[config.mk]
export PLATFORM = sky130hd
export DESIGN_NAME = mac_tile_sched_flat
export DESIGN_NICKNAME = d
export VERILOG_FILES = /design/src/rtl/mac_tile_sched_if.sv /design/src/rtl/mac_tile_sched.sv /design/src/flat_wrapper.sv
export SDC_FILE = /design/constraint.sdc
export NUM_CORES = 1
export LEC_CHECK = 0
export ABC_CLOCK_PERIOD_IN_PS = 2350
export BUFFER_PORTS_ARGS = -buffer_cell sky130_fd_sc_hd__buf_2
export CAP_MARGIN = 40
export CELL_PAD_IN_SITES_DETAIL_PLACEMENT = 0
export CELL_PAD_IN_SITES_GLOBAL_PLACEMENT = 1
export CORE_MARGIN = 4
export CORE_UTILIZATION = 30
export DETAILED_ROUTE_END_ITERATION = 6
export HOLD_SLACK_MARGIN = 0.05
export MAX_ROUTING_LAYER = met4
export PLACE_DENSITY_LB_ADDON = 0.1
export SLEW_MARGIN = 30
export SYNTH_ARGS = -nofsm -noshare
export SYNTH_HDL_FRONTEND = slang
export SYNTH_SLANG_ARGS = --single-unit
export TNS_END_PERCENT = 20
[constraint.sdc]
create_clock -name clk -period 2.35 [get_ports clk]
set_input_delay 0.705 -clock clk [delete_from_list [all_inputs] [get_ports clk]]
set_output_delay 0.705 -clock clk [all_outputs]
set_load 0.05 [all_outputs]
[src/rtl/mac_tile_sched_if.sv]
// Tile command, operand-buffer, MAC and collector signals of the tile scheduler.
// master = command front-end / MAC-side environment, slave = the scheduler.
interface mac_tile_sched_if #(
  parameter int ADDR_W = 11
);
  logic              cmd_valid;
  logic              cmd_ready;
  logic [1:0]        cmd_mode;
  logic [5:0]        cmd_kblocks;
  logic              mac_stall;
  logic              calc_done;
  logic              ppu_done;
  logic              buf_rd_en;
  logic [ADDR_W-1:0] buf_rd_addr;
  logic              mac_valid;
  logic              is_int8_mode;
  logic              is_int4_mode;
  logic              is_vsq;
  logic              acc_start;
  logic              acc_ppu;
  logic              tile_done;
  logic              busy;
  logic              err_cmd;
  logic [31:0]       perf_busy;
  logic [31:0]       perf_stall;

  modport master (
    output cmd_valid, cmd_mode, cmd_kblocks, mac_stall, calc_done, ppu_done,
    input  cmd_ready, buf_rd_en, buf_rd_addr, mac_valid, is_int8_mode, is_int4_mode,
           is_vsq, acc_start, acc_ppu, tile_done, busy, err_cmd, perf_busy, perf_stall
  );

  modport slave (
    input  cmd_valid, cmd_mode, cmd_kblocks, mac_stall, calc_done, ppu_done,
    output cmd_ready, buf_rd_en, buf_rd_addr, mac_valid, is_int8_mode, is_int4_mode,
           is_vsq, acc_start, acc_ppu, tile_done, busy, err_cmd, perf_busy, perf_stall
  );
endinterface

[src/rtl/mac_tile_sched.sv]
// Tile controller for the 16-lane MAC array: command intake, operand reads, PPU drain handoff.
// Optional busy/stall performance counters are enabled with `define MAC_SCHED_PERF_EN.
module mac_tile_sched #(
  parameter int ADDR_W     = 11,
  parameter int K_MAX      = 63,
  parameter int INT8_STEPS = 32,
  parameter int INT4_STEPS = 16
) (
  input  logic              clk,
  input  logic              rst_n,
  mac_tile_sched_if.slave   bus
);

  typedef enum logic [2:0] {IDLE, LOAD, RUN, WAIT, PPU, DONE} state_t;

  state_t            state_reg;
  logic [ADDR_W-1:0] step_reg;
  logic [ADDR_W-1:0] last_reg;
  logic [2:0]        mode_oh_reg;   // {int8, int4, vsq}
  logic              cmd_ready_reg;
  logic              busy_reg;
  logic              acc_start_reg;
  logic              acc_ppu_reg;
  logic              tile_done_reg;
  logic              err_reg;
  logic              mac_valid_reg;

  logic              accept;
  logic              cmd_legal;
  logic              rd_en;
  logic [ADDR_W-1:0] cmd_last;
  logic [2:0]        cmd_oh;

  always_comb begin
    accept    = bus.cmd_valid & cmd_ready_reg;
    cmd_legal = (bus.cmd_mode != 2'b11) && (bus.cmd_kblocks != 6'd0)
                && (32'(bus.cmd_kblocks) <= K_MAX);
    cmd_last  = (bus.cmd_mode == 2'b00)
                ? ADDR_W'(32'(bus.cmd_kblocks) * INT8_STEPS - 1)
                : ADDR_W'(32'(bus.cmd_kblocks) * INT4_STEPS - 1);
    cmd_oh    = 3'b000;
    case (bus.cmd_mode)
      2'b00:   cmd_oh = 3'b100;
      2'b01:   cmd_oh = 3'b010;
      2'b10:   cmd_oh = 3'b001;
      default: cmd_oh = 3'b000;
    endcase
    rd_en = (state_reg == RUN) && !bus.mac_stall;
  end

  always_ff @(posedge clk) begin
    if (!rst_n) begin
      state_reg     <= IDLE;
      step_reg      <= '0;
      last_reg      <= '0;
      mode_oh_reg   <= '0;
      cmd_ready_reg <= 1'b0;
      busy_reg      <= 1'b0;
      acc_start_reg <= 1'b0;
      acc_ppu_reg   <= 1'b0;
      tile_done_reg <= 1'b0;
      err_reg       <= 1'b0;
      mac_valid_reg <= 1'b0;
    end else begin
      acc_start_reg <= 1'b0;
      acc_ppu_reg   <= 1'b0;
      tile_done_reg <= 1'b0;
      // One-cycle SRAM latency; a later stall does not cancel data already in flight.
      mac_valid_reg <= rd_en;
      case (state_reg)
        IDLE: begin
          cmd_ready_reg <= 1'b1;
          if (accept) begin
            if (cmd_legal) begin
              state_reg     <= LOAD;
              last_reg      <= cmd_last;
              mode_oh_reg   <= cmd_oh;
              acc_start_reg <= 1'b1;
              cmd_ready_reg <= 1'b0;
              busy_reg      <= 1'b1;
            end else begin
              err_reg <= 1'b1;
            end
          end
        end
        LOAD: begin
          step_reg  <= '0;
          state_reg <= RUN;
        end
        RUN: begin
          // The address stays on the final step so it holds its last value after RUN.
          if (rd_en) begin
            if (step_reg == last_reg) state_reg <= WAIT;
            else                      step_reg  <= step_reg + 1'b1;
          end
        end
        WAIT: begin
          if (bus.calc_done) begin
            state_reg   <= PPU;
            acc_ppu_reg <= 1'b1;
          end
        end
        PPU: begin
          if (bus.ppu_done) begin
            state_reg     <= DONE;
            tile_done_reg <= 1'b1;
          end
        end
        DONE: begin
          state_reg     <= IDLE;
          cmd_ready_reg <= 1'b1;
          busy_reg      <= 1'b0;
          mode_oh_reg   <= '0;
        end
        default: state_reg <= IDLE;
      endcase
    end
  end

  assign bus.cmd_ready    = cmd_ready_reg;
  assign bus.busy         = busy_reg;
  assign bus.buf_rd_en    = rd_en;
  assign bus.buf_rd_addr  = step_reg;
  assign bus.mac_valid    = mac_valid_reg;
  assign bus.is_int8_mode = mode_oh_reg[2];
  assign bus.is_int4_mode = mode_oh_reg[1];
  assign bus.is_vsq       = mode_oh_reg[0];
  assign bus.acc_start    = acc_start_reg;
  assign bus.acc_ppu      = acc_ppu_reg;
  assign bus.tile_done    = tile_done_reg;
  assign bus.err_cmd      = err_reg;

`ifdef MAC_SCHED_PERF_EN
  logic [31:0] perf_busy_reg;
  logic [31:0] perf_stall_reg;

  always_ff @(posedge clk) begin
    if (!rst_n) begin
      perf_busy_reg  <= '0;
      perf_stall_reg <= '0;
    end else begin
      if (busy_reg && (perf_busy_reg != '1))
        perf_busy_reg <= perf_busy_reg + 1'b1;
      if ((state_reg == RUN) && bus.mac_stall && (perf_stall_reg != '1))
        perf_stall_reg <= perf_stall_reg + 1'b1;
    end
  end

  assign bus.perf_busy  = perf_busy_reg;
  assign bus.perf_stall = perf_stall_reg;
`else
  assign bus.perf_busy  = '0;
  assign bus.perf_stall = '0;
`endif

endmodule
[src/flat_wrapper.sv]
// flat-port wrapper written by rule: the top's interface ports become plain ports
module mac_tile_sched_flat 
#(
  parameter int ADDR_W     = 11,
  parameter int K_MAX      = 63,
  parameter int INT8_STEPS = 32,
  parameter int INT4_STEPS = 16
)
  (clk, rst_n, bus_cmd_valid, bus_cmd_mode, bus_cmd_kblocks, bus_mac_stall, bus_calc_done, bus_ppu_done, bus_cmd_ready, bus_buf_rd_en, bus_buf_rd_addr, bus_mac_valid, bus_is_int8_mode, bus_is_int4_mode, bus_is_vsq, bus_acc_start, bus_acc_ppu, bus_tile_done, bus_busy, bus_err_cmd, bus_perf_busy, bus_perf_stall);
  mac_tile_sched_if #(.ADDR_W(ADDR_W)) bus_i ();
  input  logic clk;
  input  logic rst_n;
  input wire logic [$bits(bus_i.cmd_valid)-1:0] bus_cmd_valid;
  input wire logic [$bits(bus_i.cmd_mode)-1:0] bus_cmd_mode;
  input wire logic [$bits(bus_i.cmd_kblocks)-1:0] bus_cmd_kblocks;
  input wire logic [$bits(bus_i.mac_stall)-1:0] bus_mac_stall;
  input wire logic [$bits(bus_i.calc_done)-1:0] bus_calc_done;
  input wire logic [$bits(bus_i.ppu_done)-1:0] bus_ppu_done;
  output wire logic [$bits(bus_i.cmd_ready)-1:0] bus_cmd_ready;
  output wire logic [$bits(bus_i.buf_rd_en)-1:0] bus_buf_rd_en;
  output wire logic [$bits(bus_i.buf_rd_addr)-1:0] bus_buf_rd_addr;
  output wire logic [$bits(bus_i.mac_valid)-1:0] bus_mac_valid;
  output wire logic [$bits(bus_i.is_int8_mode)-1:0] bus_is_int8_mode;
  output wire logic [$bits(bus_i.is_int4_mode)-1:0] bus_is_int4_mode;
  output wire logic [$bits(bus_i.is_vsq)-1:0] bus_is_vsq;
  output wire logic [$bits(bus_i.acc_start)-1:0] bus_acc_start;
  output wire logic [$bits(bus_i.acc_ppu)-1:0] bus_acc_ppu;
  output wire logic [$bits(bus_i.tile_done)-1:0] bus_tile_done;
  output wire logic [$bits(bus_i.busy)-1:0] bus_busy;
  output wire logic [$bits(bus_i.err_cmd)-1:0] bus_err_cmd;
  output wire logic [$bits(bus_i.perf_busy)-1:0] bus_perf_busy;
  output wire logic [$bits(bus_i.perf_stall)-1:0] bus_perf_stall;
  assign bus_i.cmd_valid = bus_cmd_valid;
  assign bus_i.cmd_mode = bus_cmd_mode;
  assign bus_i.cmd_kblocks = bus_cmd_kblocks;
  assign bus_i.mac_stall = bus_mac_stall;
  assign bus_i.calc_done = bus_calc_done;
  assign bus_i.ppu_done = bus_ppu_done;
  assign bus_cmd_ready = bus_i.cmd_ready;
  assign bus_buf_rd_en = bus_i.buf_rd_en;
  assign bus_buf_rd_addr = bus_i.buf_rd_addr;
  assign bus_mac_valid = bus_i.mac_valid;
  assign bus_is_int8_mode = bus_i.is_int8_mode;
  assign bus_is_int4_mode = bus_i.is_int4_mode;
  assign bus_is_vsq = bus_i.is_vsq;
  assign bus_acc_start = bus_i.acc_start;
  assign bus_acc_ppu = bus_i.acc_ppu;
  assign bus_tile_done = bus_i.tile_done;
  assign bus_busy = bus_i.busy;
  assign bus_err_cmd = bus_i.err_cmd;
  assign bus_perf_busy = bus_i.perf_busy;
  assign bus_perf_stall = bus_i.perf_stall;
  mac_tile_sched #(.ADDR_W(ADDR_W), .K_MAX(K_MAX), .INT8_STEPS(INT8_STEPS), .INT4_STEPS(INT4_STEPS)) u_core (.clk(clk), .rst_n(rst_n), .bus(bus_i));
endmodule
# After elaboration in Yosys (flattened, before gate mapping)
# Cells that the tools add are included.
[op_classes]
n_addsub = 3
eq_ne = 16
n_mux = 24
bitwise = 2
n_reduce_logical = 16
[ops]
columns = ["cell", "count"]
rows = [
  ["11-bit two-way mux", 3],
  ["3-bit two-way mux", 8],
  ["11-bit one-hot mux with 2 select lines", 1],
  ["3-bit one-hot mux with 5 select lines", 1],
  ["3-bit AND reduction", 5],
  ["2-bit != test, second input constant", 6],
  ["11-bit by 1-bit adder with 11-bit output, second input constant", 1],
  ["11-bit == test", 1],
  ["10-bit by 1-bit subtractor with 11-bit output, second input constant", 1],
  ["11-bit by 1-bit subtractor with 11-bit output, second input constant", 1],
  ["3-bit one-hot mux with 3 select lines", 1],
  ["1-bit two-way mux", 7],
  ["3-bit by 2-bit == test with 1-bit output, second input constant", 2],
  ["3-bit == test, second input constant", 2],
  ["3-bit one-hot mux with 2 select lines", 1],
  ["6-bit AND reduction", 1],
  ["6-bit nonzero test", 1],
  ["2-bit by 1-bit != test with 1-bit output, second input constant", 2],
  ["1-bit one-hot mux with 2 select lines", 2],
  ["2-bit AND reduction", 2],
  ["2-bit nonzero test", 2],
  ["3-bit by 1-bit == test with 1-bit output, second input constant", 1],
  ["3-bit logical NOT", 1],
  ["2-bit by 1-bit == test with 1-bit output, second input constant", 1],
  ["other kinds (6)", 7],
]
[word_totals]
regBits = 35
in_bits = 14
output_inout_bits = 86
wordCells = 72

# Longest topological paths before layout
[depth]
ltp_word = 5
depth_mapped = 9
mapped_depth_nobuf = 7

# Worst setup path after synthesis
# OpenSTA, ideal clock, no wires.
[synth_timing]
path_kind = "input port to flip-flop"
from = "in bus_cmd_kblocks[0]"
to = "reg u_core.last_reg[10]"
setup_ns = 0.076
t_arrival_ns = 2.161
required_ns = 2.274
path_slack_ns = 0.113
stages = 9
n_path_buf = 2
cell_sequence = "inv_1 ha_1 nor3b_1 a22oi_1 and3_1 clkbuf_1 clkbuf_1 nand3_1 a21boi_0"
[synth_between]
elab_chain_len = 3
elab_cells_between_ends = 6
cone_classes = "2 x add/sub; 1 x mux; 3 x reduce/logical"
[synth_lines]
columns = ["item", "line", "text"]
rows = [
  ["start: declaration", "flat_wrapper.sv:15", "input wire logic [$bits(bus_i.cmd_kblocks)-1:0] bus_cmd_kblocks;"],
  ["parallel branches: the longest is 3 deep, another holds 11-bit by 1-bit subtractor with 11-bit output", "--", ""],
  ["end signal: assignment", "mac_tile_sched.sv:76", "last_reg <= cmd_last;"],
  ["end: declaration", "mac_tile_sched.sv:18", "logic [ADDR_W-1:0] last_reg;"],
]
# Several ways; the timed one is not identified.
# A chain may end at the register's enable or synchronous reset.

# Worst setup path after layout
[layout_timing]
from = "in bus_mac_stall"
to = "out bus_buf_rd_en"
[layout_between]
elab_chain_len = 2
[layout_lines]
columns = ["item", "line", "text"]
rows = [
  ["start: declaration", "flat_wrapper.sv:16", "input wire logic [$bits(bus_i.mac_stall)-1:0] bus_mac_stall;"],
  ["1-bit logical NOT", "mac_tile_sched.sv:48", "rd_en = (state_reg == RUN) && !bus.mac_stall;"],
  ["1-bit logical AND", "mac_tile_sched.sv:48", ""],
  ["end: declaration", "flat_wrapper.sv:20", "output wire logic [$bits(bus_i.buf_rd_en)-1:0] bus_buf_rd_en;"],
]
# Every way passes these cells.

==> impl_metrics.yaml <==
floorplan:
  coreArea_um2: 6940
  dieArea_um2: 8720
  num_rows: 30
  chipWidth_um: 93.4
  ioPinCount: 100
  chipHeight_um: 93.4
  initial_utilization_pct: 31.5
sta:
  fin_ws_ps: 55.6
  slew_violations: 0
  setup_violations: 0
  tns_ps: 0
  fin_crit_ps: 2290
  final_hold_viol_count: 0
  min_period_over_period_pct: 97.6
  relSlewSlack_pct: 63.1
  fin_worst_skew_ps: 5.97
  fmax_mhz: 436
  hold_slack_ps: 467
  worst_pin_slew_ps: 540
  rsz0062_at_grt: "no"
yosys:
  synth_area_um2: 2190
  synthArstFlopShare_pct: 0
  synthDominantCellAreaShare_pct: 29.3
  synth_seq_area_share_pct: 29.3
  syn_area_per_cell_um2: 8.22
  ys.flop_type: "dfxtp_1"
  synth_cell_types: 53
  synthCells: 266
  yosys_warnings: 0
  yosys.area.top_type: "dfxtp_1"
  synth-edff-count: 0
  ys_ff_latch: 32
  synth_area_leaders: "dfxtp_1 (29%), buf_4 (22%), nand2_1 (4.6%)"
final_layout:
  fin_util_pct: 34.0
  antenna_cells: 0
  area_delta_synth_final_pct: 7.89
  fin_nets: 325
  drive_gt1_share_pct: 20.4
  largest_register_ffs: 11
power:
  swShare_pct: 44.5
  vdd_drop_max_mv: 0.235
  p_comb_share_pct: 43.4
  internal_power_mw: 0.999
  seqPwrFrac_pct: 34.5
  power_switching_mw: 0.799
  p_clk_share_pct: 22.1
  p_per_area_nw_per_um2: 762
  total_power_mw: 1.80
  p_leak_nw: 1.13
global_route:
  grt_pass1_vias: 1513
  gr-total-overflow: 0
  grt_use_total_pct: 10.9
  grt_max_degree: 26
  grt_pass1_wl_mm: 7.40
  antenna_found_initial: 0
critical_path:
  worstSetupStartpointType: "input port"
  cp.arrival_ps: 1590
  crit_start: "bus_mac_stall"
  crit_path_end_kind: "output port"
  worstSetupPathType: "input port to output port"
  worstPathMaxFanout: 4
  r2r-start: "u_core.state_reg[1]"
  cp.required_ps: 1640
clocking:
  cts.sinks: 32
  clk_path_buf_depth: 2
  clock_latency_ps: 280
  clk_pin_slew_ps: 60
  cts_tree: "done"
  holdBufCountCts: 0
  cts_root_buf: "clkbuf_8"
  cts.htree.levels: 2
  numCtsBuffers: 5
drt:
  final_antenna_net_count: 0
  vias: 1701
  drcViolationCount: 0
  routed_wl_mm: 4.78
  dr.pass1.iters: 4
  wl_per_cell_um: 11.8
  drt_iter0_drc: 42
  viasPerCell: 4.20
place:
  dpl.hpwl_mm: 3.79
  gp_congestion: 0.735
  placement.io_buffers: 35
  post-place-ws_ps: 17.5
run:
  cap_violations: 0
status:
  status: "finished, final reports clean"
hold_path:
  holdCritPathClass: "register to register"
  hp-start: "u_core.bus.err_cmd"
==> power groups by stage <==
stage	clock [mW]	sequential [mW]	combinational, mW
after detailed placement	0	0.634	0.783
after floorplan	0	0.691	0.669
after global routing	0.440	0.627	0.847
after global placement	0	0.634	0.789
after CTS	0.418	0.621	0.787
final	0.398	0.620	0.780
==> metrics by stage <==
step | instance area, um2 | cells
2_1_floorplan | 2420 | 329
3_3_place_gp | 2280 | 398
3_5_place_dp | 2280 | 398
4_1_cts | 2360 | 405
5_1_grt | 2360 | 405
6_report | 2360 | 405
==> cell usage in the layout (no fill, tap or decap), drive strengths merged, types with 3 or more instances in the layout <==
master	count
xnor2	3
o21ai	7
nor2	9
dfxtp	32
mux2i	6
nand2	27
inv	9
buf	47
xor2	9
clkbuf	7
o211ai	4
nor3	7
and3	4
and2	4
nand3b	3
conb	64
a21boi	8
nand3	16
nand2b	3
==> layer usage <==
metal | up-vias | track usage [%] | part of all wire (%)
li1 | 864 | - | -
met1 | 765 | 13.7 | 44
met2 | 65 | 16.8 | 46
met3 | 7 | 2.49 | 7.7
met4 | 0 | 4.64 | 2.3
met5 | - | - | 0
==> worst paths after layout <==
path	end	slack [ps]	depth (start not counted)
setup / recovery	bus_buf_rd_en	60	4
hold / removal	u_core.bus.err_cmd	470	1
setup reg to reg	u_core.bus.buf_rd_addr[8]	470	6
hold reg to reg	u_core.bus.err_cmd	470	1
==> timing repair <==
action / CTS / global route
hold endpoints to repair: 0 / 0
buffers inserted: 0 / 0
setup endpoints to repair: 0 / 1
resized for setup: 0 / 1
==> area by class of cell <==
cell class | instances | area (um2)
Clock buffer | 6 | 72.6
Clock inverter | 1 | 5.00
Fill cell | 767 | 4580
Inverter | 9 | 33.8
Multi-Input combinational cell | 213 | 1210
Sequential cell | 32 | 641
Tap cell | 96 | 120
Timing Repair Buffer | 48 | 275
==> critical path, cell delays in order <==
cell,delay [ps]
buf_2,110
or4b_4,500
inv_1,60
clkbuf_4,220
==> synthesized netlist by cell type (all sizes together), types with 2 or more instances <==
library cell and n:
a21boi 8, a21oi 2, a22oi 2, and2 4
and3 4, and4 2, buf 69, clkbuf 6
dfxtp 32, ha 2, inv 9, mux2i 6
nand2 27, nand2b 3, nand3 16, nand3b 3
nand4 2, nor2 9, nor3 7, nor3b 2
nor4 2, o211ai 4, o21a 2, o21ai 7
o311ai 2, or3 2, or3b 2, or4 2
xnor2 3, xor2 9
==> cells by family (layout without fill, tap and decap cells) <==
family / count (synthesis) / count (layout) / synth area share, %
AND/OR/NAND/NOR: 92 / 92 / 23.5
buffers and inverters: 84 / 64 / 26.1
AO/OA/AOI/OAI: 36 / 36 / 11.8
flip-flops: 32 / 32 / 29.3
XOR/XNOR: 12 / 12 / 4.81
multiplexers: 7 / 7 / 3.26
adder cells (fa/ha/maj): 2 / 2 / 1.14
other: 1 / 64 / 0.171
(Power assumes the default switching activity.)
